[src/rtl/encoder_2to4bits_tx_if.sv]
// ---------------------------------------------------------------------------
// encoder_2to4bits_tx_if
// Symbol ingress handshake for encoder_2to4bits_tx.
//   in_valid : producer offers in_sym this cycle
//   in_sym   : 2-bit symbol {Y0,Y1}
//   in_ready : encoder FIFO can take a symbol this cycle
// master = symbol producer, slave = encoder.
// ---------------------------------------------------------------------------
interface encoder_2to4bits_tx_if;
    logic       in_valid;
    logic [1:0] in_sym;
    logic       in_ready;

    modport master (
        output in_valid,
        output in_sym,
        input  in_ready
    );

    modport slave (
        input  in_valid,
        input  in_sym,
        output in_ready
    );
endinterface

[src/rtl/encoder_2to4bits_tx.sv]
// ---------------------------------------------------------------------------
// encoder_2to4bits_tx
// Queues 2-bit symbols in a small FIFO, maps each to a fixed 4-bit codeword
// and shifts the codeword out serially (A first, D last), with an optional
// idle gap between frames.
//
// Ports
//   clk        : system clock, all state on the rising edge
//   rst_n      : asynchronous active-low reset
//   in_if      : symbol handshake (in_valid, in_sym, in_ready)
//   tx_bit     : serial codeword bit
//   tx_frame   : high on each of the 4 bit cycles of a frame
//   tx_sof     : high on bit A only
//   code_last  : last codeword {A,B,C,D} loaded for transmission
//   fifo_level : current FIFO occupancy
//   sent_count : completed frames, modulo 256
//   busy       : state is not IDLE
//
// FSM states
//   state    | meaning
//   IDLE     | waiting for a queued symbol; pops it when present
//   SHIFT    | sending codeword bit idx_q (0=A .. 3=D)
//   GAP      | inter-frame idle, gap_q counts down to 0
// ---------------------------------------------------------------------------
module encoder_2to4bits_tx #(
    parameter int FIFO_DEPTH = 4,
    parameter int IDLE_GAP   = 1
) (
    input  logic                        clk,
    input  logic                        rst_n,
    encoder_2to4bits_tx_if.slave        in_if,
    output logic                        tx_bit,
    output logic                        tx_frame,
    output logic                        tx_sof,
    output logic [3:0]                  code_last,
    output logic [$clog2(FIFO_DEPTH):0] fifo_level,
    output logic [7:0]                  sent_count,
    output logic                        busy
);

    localparam int PTR_W = $clog2(FIFO_DEPTH);
    localparam int LVL_W = PTR_W + 1;
    localparam int GAP_W = (IDLE_GAP > 1) ? $clog2(IDLE_GAP) : 1;

    localparam logic [LVL_W-1:0] FULL_LVL = LVL_W'(FIFO_DEPTH);
    localparam logic [LVL_W-1:0] LVL_ONE  = LVL_W'(1);
    localparam logic [PTR_W-1:0] PTR_ONE  = PTR_W'(1);
    localparam logic [GAP_W-1:0] GAP_ONE  = GAP_W'(1);
    // GAP is held for IDLE_GAP cycles, so the down-counter starts at IDLE_GAP-1.
    localparam logic [GAP_W-1:0] GAP_LOAD = (IDLE_GAP > 0) ? GAP_W'(IDLE_GAP - 1) : '0;

    typedef enum logic [1:0] {
        ST_IDLE  = 2'd0,
        ST_SHIFT = 2'd1,
        ST_GAP   = 2'd2
    } state_t;

    function automatic logic [3:0] encode(input logic [1:0] sym);
        logic [3:0] word;
        case (sym)
            2'b00:   word = 4'b0110;
            2'b01:   word = 4'b0000;
            2'b10:   word = 4'b0100;
            default: word = 4'b0010;
        endcase
        return word;
    endfunction

    // -----------------------------------------------------------------------
    // Symbol FIFO
    // -----------------------------------------------------------------------
    logic [1:0]       mem_q [FIFO_DEPTH];
    logic [PTR_W-1:0] wr_ptr_q, wr_ptr_d;
    logic [PTR_W-1:0] rd_ptr_q, rd_ptr_d;
    logic [LVL_W-1:0] level_q, level_d;
    logic             push;
    logic             pop;
    logic             fifo_ne;
    logic [1:0]       head_sym;

    // in_ready depends on occupancy only, so a full FIFO refuses input even
    // on an edge where the FSM pops.
    assign in_if.in_ready = (level_q != FULL_LVL);
    assign push           = in_if.in_valid && in_if.in_ready;
    assign fifo_ne        = (level_q != '0);
    assign head_sym       = mem_q[rd_ptr_q];

    always_comb begin
        wr_ptr_d = wr_ptr_q;
        rd_ptr_d = rd_ptr_q;
        level_d  = level_q;
        if (push) begin
            wr_ptr_d = wr_ptr_q + PTR_ONE;
        end
        if (pop) begin
            rd_ptr_d = rd_ptr_q + PTR_ONE;
        end
        case ({push, pop})
            2'b10:   level_d = level_q + LVL_ONE;
            2'b01:   level_d = level_q - LVL_ONE;
            default: level_d = level_q;
        endcase
    end

    always_ff @(posedge clk) begin
        if (push) begin
            mem_q[wr_ptr_q] <= in_if.in_sym;
        end
    end

    always_ff @(posedge clk or negedge rst_n) begin
        if (!rst_n) begin
            wr_ptr_q <= '0;
            rd_ptr_q <= '0;
            level_q  <= '0;
        end else begin
            wr_ptr_q <= wr_ptr_d;
            rd_ptr_q <= rd_ptr_d;
            level_q  <= level_d;
        end
    end

    // -----------------------------------------------------------------------
    // Frame FSM
    // -----------------------------------------------------------------------
    state_t           state_q, state_d;
    logic [1:0]       idx_q, idx_d;
    logic [GAP_W-1:0] gap_q, gap_d;
    logic [3:0]       code_q, code_d;
    logic [7:0]       sent_q, sent_d;

    always_comb begin
        state_d = state_q;
        idx_d   = idx_q;
        gap_d   = gap_q;
        code_d  = code_q;
        sent_d  = sent_q;
        pop     = 1'b0;

        case (state_q)
            ST_IDLE: begin
                if (fifo_ne) begin
                    pop     = 1'b1;
                    code_d  = encode(head_sym);
                    idx_d   = 2'd0;
                    state_d = ST_SHIFT;
                end
            end

            ST_SHIFT: begin
                if (idx_q == 2'd3) begin
                    sent_d = sent_q + 8'd1;
                    if (IDLE_GAP > 0) begin
                        gap_d   = GAP_LOAD;
                        state_d = ST_GAP;
                    end else if (fifo_ne) begin
                        // Zero-gap mode: chain straight into the next frame.
                        pop     = 1'b1;
                        code_d  = encode(head_sym);
                        idx_d   = 2'd0;
                        state_d = ST_SHIFT;
                    end else begin
                        state_d = ST_IDLE;
                    end
                end else begin
                    idx_d = idx_q + 2'd1;
                end
            end

            ST_GAP: begin
                if (gap_q == '0) begin
                    state_d = ST_IDLE;
                end else begin
                    gap_d = gap_q - GAP_ONE;
                end
            end

            default: begin
                state_d = ST_IDLE;
            end
        endcase
    end

    always_ff @(posedge clk or negedge rst_n) begin
        if (!rst_n) begin
            state_q <= ST_IDLE;
            idx_q   <= 2'd0;
            gap_q   <= '0;
            code_q  <= 4'b0000;
            sent_q  <= 8'd0;
        end else begin
            state_q <= state_d;
            idx_q   <= idx_d;
            gap_q   <= gap_d;
            code_q  <= code_d;
            sent_q  <= sent_d;
        end
    end

    // -----------------------------------------------------------------------
    // Outputs: decoded purely from flops, so the serial pins carry no
    // combinational path from the input handshake and clear with the async
    // reset.
    // -----------------------------------------------------------------------
    assign tx_frame   = (state_q == ST_SHIFT);
    assign tx_bit     = tx_frame && code_q[2'd3 - idx_q];
    assign tx_sof     = tx_frame && (idx_q == 2'd0);
    assign code_last  = code_q;
    assign fifo_level = level_q;
    assign sent_count = sent_q;
    assign busy       = (state_q != ST_IDLE);

endmodule

[src/flat_wrapper.sv]
// flat-port wrapper written by rule: the top's interface ports become plain ports
module encoder_2to4bits_tx_flat 
#(
    parameter int FIFO_DEPTH = 4,
    parameter int IDLE_GAP   = 1
)
  (clk, rst_n, tx_bit, tx_frame, tx_sof, code_last, fifo_level, sent_count, busy, in_if_in_valid, in_if_in_sym, in_if_in_ready);
  encoder_2to4bits_tx_if in_if_i ();
  input  logic clk;
  input  logic rst_n;
  output logic tx_bit;
  output logic tx_frame;
  output logic tx_sof;
  output logic [3:0] code_last;
  output logic [$clog2(FIFO_DEPTH):0] fifo_level;
  output logic [7:0] sent_count;
  output logic busy;
  input wire logic [$bits(in_if_i.in_valid)-1:0] in_if_in_valid;
  input wire logic [$bits(in_if_i.in_sym)-1:0] in_if_in_sym;
  output wire logic [$bits(in_if_i.in_ready)-1:0] in_if_in_ready;
  assign in_if_i.in_valid = in_if_in_valid;
  assign in_if_i.in_sym = in_if_in_sym;
  assign in_if_in_ready = in_if_i.in_ready;
  encoder_2to4bits_tx #(.FIFO_DEPTH(FIFO_DEPTH), .IDLE_GAP(IDLE_GAP)) u_core (.clk(clk), .rst_n(rst_n), .in_if(in_if_i), .tx_bit(tx_bit), .tx_frame(tx_frame), .tx_sof(tx_sof), .code_last(code_last), .fifo_level(fifo_level), .sent_count(sent_count), .busy(busy));
endmodule
[config.mk]
export PLATFORM = sky130hd
export DESIGN_NAME = encoder_2to4bits_tx_flat
export DESIGN_NICKNAME = d
export VERILOG_FILES = /design/src/rtl/encoder_2to4bits_tx_if.sv /design/src/rtl/encoder_2to4bits_tx.sv /design/src/flat_wrapper.sv
export SDC_FILE = /design/constraint.sdc
export NUM_CORES = 1
export LEC_CHECK = 0
export CELL_PAD_IN_SITES_DETAIL_PLACEMENT = 2
export CELL_PAD_IN_SITES_GLOBAL_PLACEMENT = 2
export CORE_MARGIN = 2
export CORE_UTILIZATION = 34
export CTS_BUF_LIST = sky130_fd_sc_hd__clkbuf_16
export DETAILED_ROUTE_END_ITERATION = 8
export HOLD_SLACK_MARGIN = 0.02
export PLACE_DENSITY = 0.85
export SYNTH_ARGS = -nofsm -noshare
export SYNTH_HDL_FRONTEND = slang
export SYNTH_SLANG_ARGS = --single-unit
export TNS_END_PERCENT = 20
[constraint.sdc]
create_clock -name clk -period 2.8 [get_ports clk]
set_clock_uncertainty 0.2 [all_clocks]
set_input_delay 0.56 -clock clk [delete_from_list [all_inputs] [get_ports clk]]
set_output_delay 0.56 -clock clk [all_outputs]
set_load 0.03 [all_outputs]
* Word-level counts from Yosys, hierarchy flattened
Memories as Yosys holds them, arrays and structs flattened.
Index checks and enable logic that the tools add are counted.
** Operators by class
- $add $sub $neg :: 8
- Magnitude comparators :: 1
- Equal/unequal tests :: 12
- Multiplexer cells :: 18
- Reduce and logical (&&, ||, !) cells :: 16
** Operators by type and width (number)
- $mux W2 :: 5
- $pmux W3 S3 :: 1
- $add A8 B1 Y8 const B :: 1
- $eq A2 B2 Y1 const B :: 4
- $reduce_bool A2 Y1 :: 4
- $mux W1 :: 7
- $add A2 B1 Y2 const B :: 3
- $eq A2 B1 Y1 const B :: 3
- $logic_not A2 Y1 :: 3
- $ne A2 B2 Y1 const B :: 3
- $pmux W2 S3 :: 1
- $pmux W3 S2 :: 1
- $reduce_and A2 Y1 :: 3
- $reduce_and A3 Y1 :: 2
- $pmux W2 S2 :: 1
- $add A3 B1 Y3 const B :: 1
- $logic_and A1 B1 Y1 :: 3
- $lt A2 B3 Y1 const B :: 1
- $ne A3 B3 Y1 const B :: 1
- $reduce_bool A3 Y1 :: 1
- $sub A3 B1 Y3 const B :: 1
- $bmux W1 S2 :: 1
- $ne A2 B1 Y1 const B :: 1
- $pmux W1 S2 :: 1
- 2 further kinds :: 2
** Storage, ports and cells
- Register bits :: 24
- Memory bits (writable) :: 8
- Output and inout port bits :: 20
- Memories :: 1
** Memories
- u_core.mem_q :: depth 4, width 2, read ports 1, clocked after memory_dff 0, write ports 1, RTL line encoder_2to4bits_tx.sv:72 : logic [1:0] mem_q [FIFO_DEPTH];

* Longest topological paths before layout
Gate-level depths: netlist of the first run.
- Depth after elaboration :: 5
- Mapped depth :: 9
- Gate-level depth less buffers :: 9

* Worst setup path after synthesis of the first run
OpenSTA, ideal clock, no wires.
- Kind :: reg2reg
- From :: register u_core.level_q[2] (netlist: u_core.fifo_level[2])
- To :: register u_core.level_q[2] (netlist: u_core.fifo_level[2])
- Data arrival time :: 2225 ps
- Setup slack :: 295 ps
- Stages on the path, launching flop included :: 10
- Cells stage by stage :: dfrtp_1 > or3b_4 > and2_4 > inv_1 > ha_1 > inv_1 > fa_1 > xor2_1 > nor2_1 > xor2_1
** On the way
- Elaborated cells on any way between the ends :: 11
** RTL lines
- from (decl) :: RTL line encoder_2to4bits_tx.sv:75 : logic [LVL_W-1:0] level_q, level_d;
- from (signal assigned) :: RTL line encoder_2to4bits_tx.sv:119 : level_q <= level_d;
- $ne A3 B3 Y1 (*) :: RTL line encoder_2to4bits_tx.sv:83 : assign in_if.in_ready = (level_q != FULL_LVL);
- net in_if_in_ready :: RTL line flat_wrapper.sv:20 : output wire logic [$bits(in_if_i.in_ready)-1:0] in_if_in_ready;
- $logic_and A1 B1 Y1 (*) :: RTL line encoder_2to4bits_tx.sv:84 : assign push = in_if.in_valid && in_if.in_ready;
- $eq A2 B1 Y1 / $eq A2 B2 Y1 (equally long branches) :: RTL line encoder_2to4bits_tx.sv:98 : case ({push, pop})
- $pmux W3 S2 / $reduce_bool A2 Y1 (equally long branches)
The timed path passes the listed nets; every way through them passes the cells marked *.
A chain may end at the register's enable or synchronous reset.

* Worst setup path after layout of the first run
- From :: register u_core.level_q[0] (netlist: u_core.fifo_level[0])
- To :: output port in_if_in_ready
** On the way
- Longest elaborated chain between the ends :: 1
** Ends and longest elaborated chain (RTL line)
- $ne A3 B3 Y1 :: encoder_2to4bits_tx.sv:83
- to (decl) :: flat_wrapper.sv:20
No other way between the ends.

==> results of run 1 <==
registers in the layout (all words and copies together), names as in the netlist:
register,flops
u_core.mem_q,8
u_core.sent_count,8
u_core.fifo_level,3
u_core.code_last,2
u_core.idx_q,2
u_core.rd_ptr_q,2
u_core.state_q,2
u_core.wr_ptr_q,2
metrics by stage:
step / area, um2 / setup slack, ns / hold WS [ns] / utilization
after floorplan: 1380 / 0.295 / 0.0644 / -
after global placement: 1660 / 0.302 / 0.263 / 0.421
after detailed placement: 1660 / 0.236 / 0.289 / 0.421
after CTS: 1800 / 0.242 / 0.297 / 0.456
after global routing: 1800 / 0.175 / 0.330 / 0.456
final: 1800 / 0.244 / 0.288 / 0.456
worst max-delay path, cell delays in order, from the launching register on:
cell	delay, ns
dfrtp_1	0.44
or3b_4	0.46
clkdlybuf4s50_1	0.62
power by group through the flow:
stage,registers (mW),logic [mW],clock network [mW]
final,0.758,1.06,0.502
after global routing,0.789,1.17,0.529
after CTS,0.759,1.07,0.509
after detailed placement,0.767,1.07,0
after global placement,0.739,1.01,0
after floorplan,0.852,0.582,0
cells in the mapped netlist:
master / instances
and2_1: 2
and2_4: 1
and3_1: 3
and3_2: 4
and3b_1: 1
buf_2: 1
buf_4: 2
clkbuf_1: 1
conb_1: 1
dfrtp_1: 21
edfxtp_1: 8
fa_1: 1
ha_1: 8
inv_1: 9
mux2_2: 2
mux2_4: 1
mux2i_1: 2
mux4_2: 2
nand2_1: 5
nand3b_1: 1
nand4_1: 3
nor2_1: 1
nor2_2: 1
nor2b_1: 1
nor3_1: 1
nor3b_1: 1
o21ai_0: 3
o22ai_1: 1
o31ai_1: 1
or2_0: 1
or3b_2: 1
or3b_4: 1
xnor2_1: 9
xor2_1: 5
final cells by class:
type	instances	area [um2]
Sequential cell	29	766
Inverter	9	33.8
Multi-Input combinational cell	65	561
Tap cell	50	62.6
Clock buffer	5	125
Timing Repair Buffer	24	235
Fill cell	390	2150
Clock inverter	3	13.8
routing by layer:
metal / global-route usage / vias to the layer above
met2: 0.256 / 13
met5: 0 / -
met3: 0.0400 / 6
met4: 0.0842 / 0
li1: - / 409
met1: 0.209 / 467
placed cells by master (no fill, tap or decap), types with 2 or more instances in the layout:
cell / synthesis / final
and2_1: 2 / 2
and3_1: 3 / 3
and3_2: 4 / 4
buf_4: 2 / 2
clkbuf_16: 0 / 5
clkdlybuf4s50_1: 0 / 22
clkinv_2: 0 / 2
conb_1: 1 / 2
dfrtp_1: 21 / 21
edfxtp_1: 8 / 8
ha_1: 8 / 8
inv_1: 9 / 10
mux2_2: 2 / 2
mux2i_1: 2 / 2
mux4_2: 2 / 2
nand2_1: 5 / 5
nand4_1: 3 / 3
o21ai_0: 3 / 3
xnor2_1: 9 / 9
xor2_1: 5 / 5
logic make-up (layout without fill, tap and decap cells):
family	count (synthesis)	after routing
AOI/OAI and AO/OA	5	5
buffers and inverters	13	41
muxes	7	7
and+or+nand+nor	28	28
xor gates and xnor gates	14	14
other	1	2
DFF	29	29
adders and majority gates	9	9
path summary, 6_finish.rpt:
path	slack, ns	cells past startpoint	from	endpoint
min in group asynchronous	0.43	2	rst_n	u_core.sent_count[6]$_DFFE_PN0P_
hold / removal	0.29	1	u_core.sent_count[7]$_DFFE_PN0P_	u_core.sent_count[7]$_DFFE_PN0P_
setup / recovery	0.24	2	u_core.fifo_level[0]$_DFFE_PN0P_	in_if_in_ready
hold reg to reg	0.29	1	u_core.sent_count[7]$_DFFE_PN0P_	u_core.sent_count[7]$_DFFE_PN0P_
max in group asynchronous	1.74	2	rst_n	u_core.wr_ptr_q[1]$_DFFE_PN0P_
setup reg to reg	0.34	9	u_core.fifo_level[0]$_DFFE_PN0P_	u_core.fifo_level[2]$_DFFE_PN0P_
==> results.md, run 1 <==
* Compound-Gate Fraction of Synth Area at 0.0209
* Dominant cells by area after synthesis: dfrtp_1 38%, edfxtp_1 17%, ha_1 7.3%, xnor2_1 5.7%, mux4_2 3.3%
* Outcome: complete, no violations
* Initial DRC Count at 22
* Endpoints failing setup at 0
* Gr ovfl total at 0
* Non-filler cells, final at 185
* TritonCTS Buffers at 5
* Total power at approximately 2.3 mW
* Area growth from synthesis to layout at 30.2%
* Fin nets at 148
* IO Port Bufs at 22
* Ys Warns at 0
* Seq pwr share at 0.327
* Post-CTS sizing at 0
* Worst Path Required at 2.04 ns
* Layout cell share with drive strength beyond 1 at 0.163
* Syn Area/Cell at between 10 and 15 um2
* CTS H-Tree Depth at 2
* Die Y at 67.7 um
* Post-synthesis simple-gate area fraction at 0.130
* Post-CTS Setup Bufs at 0
* Met1 WL at 1380 um
* Int Pwr at 1.41 mW
* Seq/Total Area, Yosys at 0.555
* Fraction of synthesized area in multiplexers at 0.0743
* Yosys reg bits at 29
* Site row count at 23
* Metal3 WL at ~76 um
* Slew Limit Fails at 0
* Residual DRC at 0
* Fmax at about 0.39 GHz
* Worst skew pair latency at around 0.28 ns
* P per Cell Area at 1290 nW/um2
* Dpl hpwl at 2390 um
* Gate power share at 0.456
* Critical Path End Type: primary output
* Synth cell types at 34
* Sw Pwr at about 0.91 mW
* Root buf cell: clkbuf_16
* Synth top area share at 0.381
* CTS tree: built
* Area of the die at ~4600 um2
* Arrival time of the worst setup path at about 1.8 ns
* Antenna Nets Post-Route at 0
* Initial antenna violation count at 0
* Max-cap viol count at 0
* Leakage at 0.789 nW
* Diode count at 0
* Placed Cells incl. Taps at ~180
* Critical path class: reg2out
* Area leader, netlist: dfrtp_1
* Final Hold Vio Count at 0
* Die X at 67.7 um
* WL final at 3110 um
* First-pass GRT wire length at 5240 um
* Worst IR drop on VDD at 0.000448 V
* Routed vias/inst at roughly 4.8
* CP Launch Type: flip-flop
* Critical Path Fanout Max at 6
* Switching Share at 0.393
* Final period util at 0.913
* Top sig layer: met4
* Clk sinks at 29
* Post-CTS Hold Fix Bufs at 0
* Clk buf depth at 2
* RePlAce Congestion at around 0.74
* Drt wl/cell at 16.8 um
* Mapped Cells at around 110
* Largest family of logic cells by synthesized area: simple AND/OR/NAND/NOR gates
* Final min period at around 2.6 ns
* RSZ-0062 raised after global routing: no
* Starting Density at 0.350
* First-pass DRT Iterations at 2
* Gr usage total at 0.164
* Largest net degree at the start of global routing at 22
* Hold Crit Class: reg2reg
* Core area at slightly below 4000 um2
* Vias at 895
* Met2 WL post-DR at 1580 um
* Clock share of power at 0.217
* Worst-path clk slew at 0.05 ns
* Adder-cell share of the synthesized area at 0.0870
* Vias in the first global route at 980
* Top Ports at 25
* Setup TNS Final at 0 ns
* Cell Area, Synth at 1380 um2
* Post-Synth XOR/XNOR Area at 0.0888
Power figures use the tool's default switching activity.
==> run 2, diff against run 1 <==
ABC_CLOCK_PERIOD_IN_PS = 2800   (was default)
SLEW_MARGIN = 25   (was default)
==> results of run 2 <==
No change in the layout: final DEF, timing and power equal those of run 1.
==> run 3, diff against run 2 <==
CTS_BUF_LIST = default   (was sky130_fd_sc_hd__clkbuf_16)
==> run 3 against run 2 <==
Routed wire length decreased by 4.5%. Global-route usage shrank 0.66 points. Design area is 3.1% lower. Total power is 7.8% lower. Largest cell class unchanged.
==> results.md, run 3 (same netlist as run 1, synthesis figures left out) <==
* Leakage at 0.759 nW (was 0.789 nW)
* Residual DRC at 0 (unchanged)
* First-pass GRT wire length at 5090 um (was 5240 um)
* Fillcell total at 390 (unchanged)
* CTS H-Tree Depth at 2 (unchanged)
* Clk buf depth at 2 (unchanged)
* Starting Density at 0.350 (unchanged)
* WL final at 2970 um (was 3110 um)
* Drt wl/cell at 16.1 um (was 16.8 um)
* Gr ovfl total at 0 (unchanged)
* P per Cell Area at 1230 nW/um2 (was 1290 nW/um2)
* Pre-CTS setup slack at 0.236 ns (unchanged)
* RSZ-0062 raised after global routing: no (unchanged)
* Layout cell share with drive strength beyond 1 at 0.163 (unchanged)
* Critical Path End Type: primary output (unchanged)
* Max-cap viol count at 0 (unchanged)
* Most frequent cells in the layout: 22 x clkdlybuf4s50_1, 21 x dfrtp_1, 9 x inv_1, 9 x xnor2_1 (was 22 x clkdlybuf4s50_1, 21 x dfrtp_1, 10 x inv_1)
* Dpl hpwl at 2390 um (unchanged)
* Arrival time of the worst setup path at 1.79 ns (was 1.80 ns)
* Post-CTS Hold Fix Bufs at 0 (unchanged)
* Critical Path Fanout Max at 6 (unchanged)
* Area of the die at 4580 um2 (unchanged)
* Initial antenna violation count at 0 (unchanged)
* Die X at 67.7 um (unchanged)
* CP Launch Type: flip-flop (unchanged)
* Vias at 883 (was 895)
* Worst Path Required at 2.04 ns (about the same)
* Root buf cell: clkbuf_8 (was clkbuf_16)
* Core area at 3940 um2 (unchanged)
* Worst skew pair latency at 0.28 ns (about the same)
* Initial DRC Count at 21 (was 22)
* Area growth from synthesis to layout at 26.1% (was 30.2%)
* Fmax at 0.392 GHz (was 0.391 GHz)
* Post-CTS Setup Bufs at 0 (unchanged)
* Diode count at 0 (unchanged)
* Antenna Nets Post-Route at 0 (unchanged)
* Final Hold Vio Count at 0 (unchanged)
* Setup TNS Final at 0 ns (unchanged)
* Commonest non-fill, non-tap cell in the layout: clkdlybuf4s50_1 (unchanged)
* IO Port Bufs at 22 (unchanged)
* Worst-path clk slew at 0.07 ns (was 0.05 ns)
* Die Y at 67.7 um (unchanged)
* Post-CTS sizing at 0 (unchanged)
* Outcome: complete, no violations (unchanged)
* Post-route worst setup slack at 0.247 ns (was 0.244 ns)
* First-pass DRT Iterations at 3 (was 2)
* Worst IR drop on VDD at 0.000397 V (was 0.000448 V)
* Final period util at 0.912 (was 0.913)
* Hold Crit Class: reg2reg (unchanged)
* Site row count at 23 (unchanged)
* RePlAce Congestion at 0.735 (unchanged)
* Multi-input logic area at 561 um2 (unchanged)
* Critical path class: reg2out (unchanged)
* Slew Limit Fails at 0 (unchanged)
* CTS tree: built (unchanged)
* Endpoints failing setup at 0 (unchanged)
* Vias in the first global route at 981 (was 980)
* Clk sinks at 29 (unchanged)
* TritonCTS Buffers at 5 (unchanged)
* Register area at 766 um2 (unchanged)
* Top Ports at 25 (unchanged)
* Largest net degree at the start of global routing at 22 (unchanged)
* Final min period at 2.55 ns (was 2.56 ns)
* Fin nets at 148 (unchanged)
* Routed vias/inst at 4.77 (was 4.84)
* Gr usage total at 0.157 (was 0.164)
[run 3: cell types whose count changed in the layout (fill, tap and decap cells not counted)]
cell       before  now
clkbuf_16       5    0
clkbuf_8        0    5
clkbuf_1        0    1
inv_1          10    9
[run 3: worst paths after layout]
| check | from | to | slack (ns) | cells after the start |
|---|---|---|---|---|
| worst max-delay path | u_core.fifo_level[0]$_DFFE_PN0P_ | in_if_in_ready | 0.25 | 2 |
| worst min-delay path | u_core.sent_count[7]$_DFFE_PN0P_ | u_core.sent_count[7]$_DFFE_PN0P_ | 0.29 | 1 |
| worst max register to register | u_core.fifo_level[0]$_DFFE_PN0P_ | u_core.fifo_level[2]$_DFFE_PN0P_ | 0.35 | 9 |
| worst min register to register | u_core.sent_count[7]$_DFFE_PN0P_ | u_core.sent_count[7]$_DFFE_PN0P_ | 0.29 | 1 |
| max in group asynchronous | rst_n | u_core.wr_ptr_q[1]$_DFFE_PN0P_ | 1.75 | 2 |
| min in group asynchronous | rst_n | u_core.sent_count[6]$_DFFE_PN0P_ | 0.42 | 2 |
[run 3: cell type report]
class,instances,share of cell area
clock inverters,2,0.00575
inverters,9,0.0194
well taps,50,0.0359
multi-input cells,65,0.322
flip-flops and latches,29,0.440
repair buffers,24,0.135
clock buffers,6,0.0417
[run 3: metal layers]
layer  up-vias  GRT usage  wire length, um
li1        407          -                -
met1       454      0.196             1280
met2        15      0.256             1550
met3         7     0.0400               75
met4         0     0.0689               64
met5         -          0                0
[run 3: report_power, final]
group / switching, mW / leakage, nW / internal (mW)
logic: 0.565 / 0.382 / 0.489
clock network: 0.156 / 0.0450 / 0.172
registers: 0.160 / 0.332 / 0.596
[run 3: worst max-delay path: stages (launching register included)]
cell and delay [ns]:
dfrtp_1 0.45, or3b_4 0.46, clkdlybuf4s50_1 0.61
[run 3: through the flow]
step | hold slack, ns | utilization | power, mW | cells | instance area [um2]
6_report | 0.287 | 0.441 | 2.14 | 185 | 1740
5_1_grt | 0.333 | 0.441 | 2.31 | 185 | 1740
4_1_cts | 0.299 | 0.441 | 2.17 | 185 | 1740
3_5_place_dp | 0.289 | 0.421 | 1.84 | 177 | 1660
3_3_place_gp | 0.263 | 0.421 | 1.75 | 177 | 1660
2_1_floorplan | 0.0644 | - | 1.43 | 107 | 1380
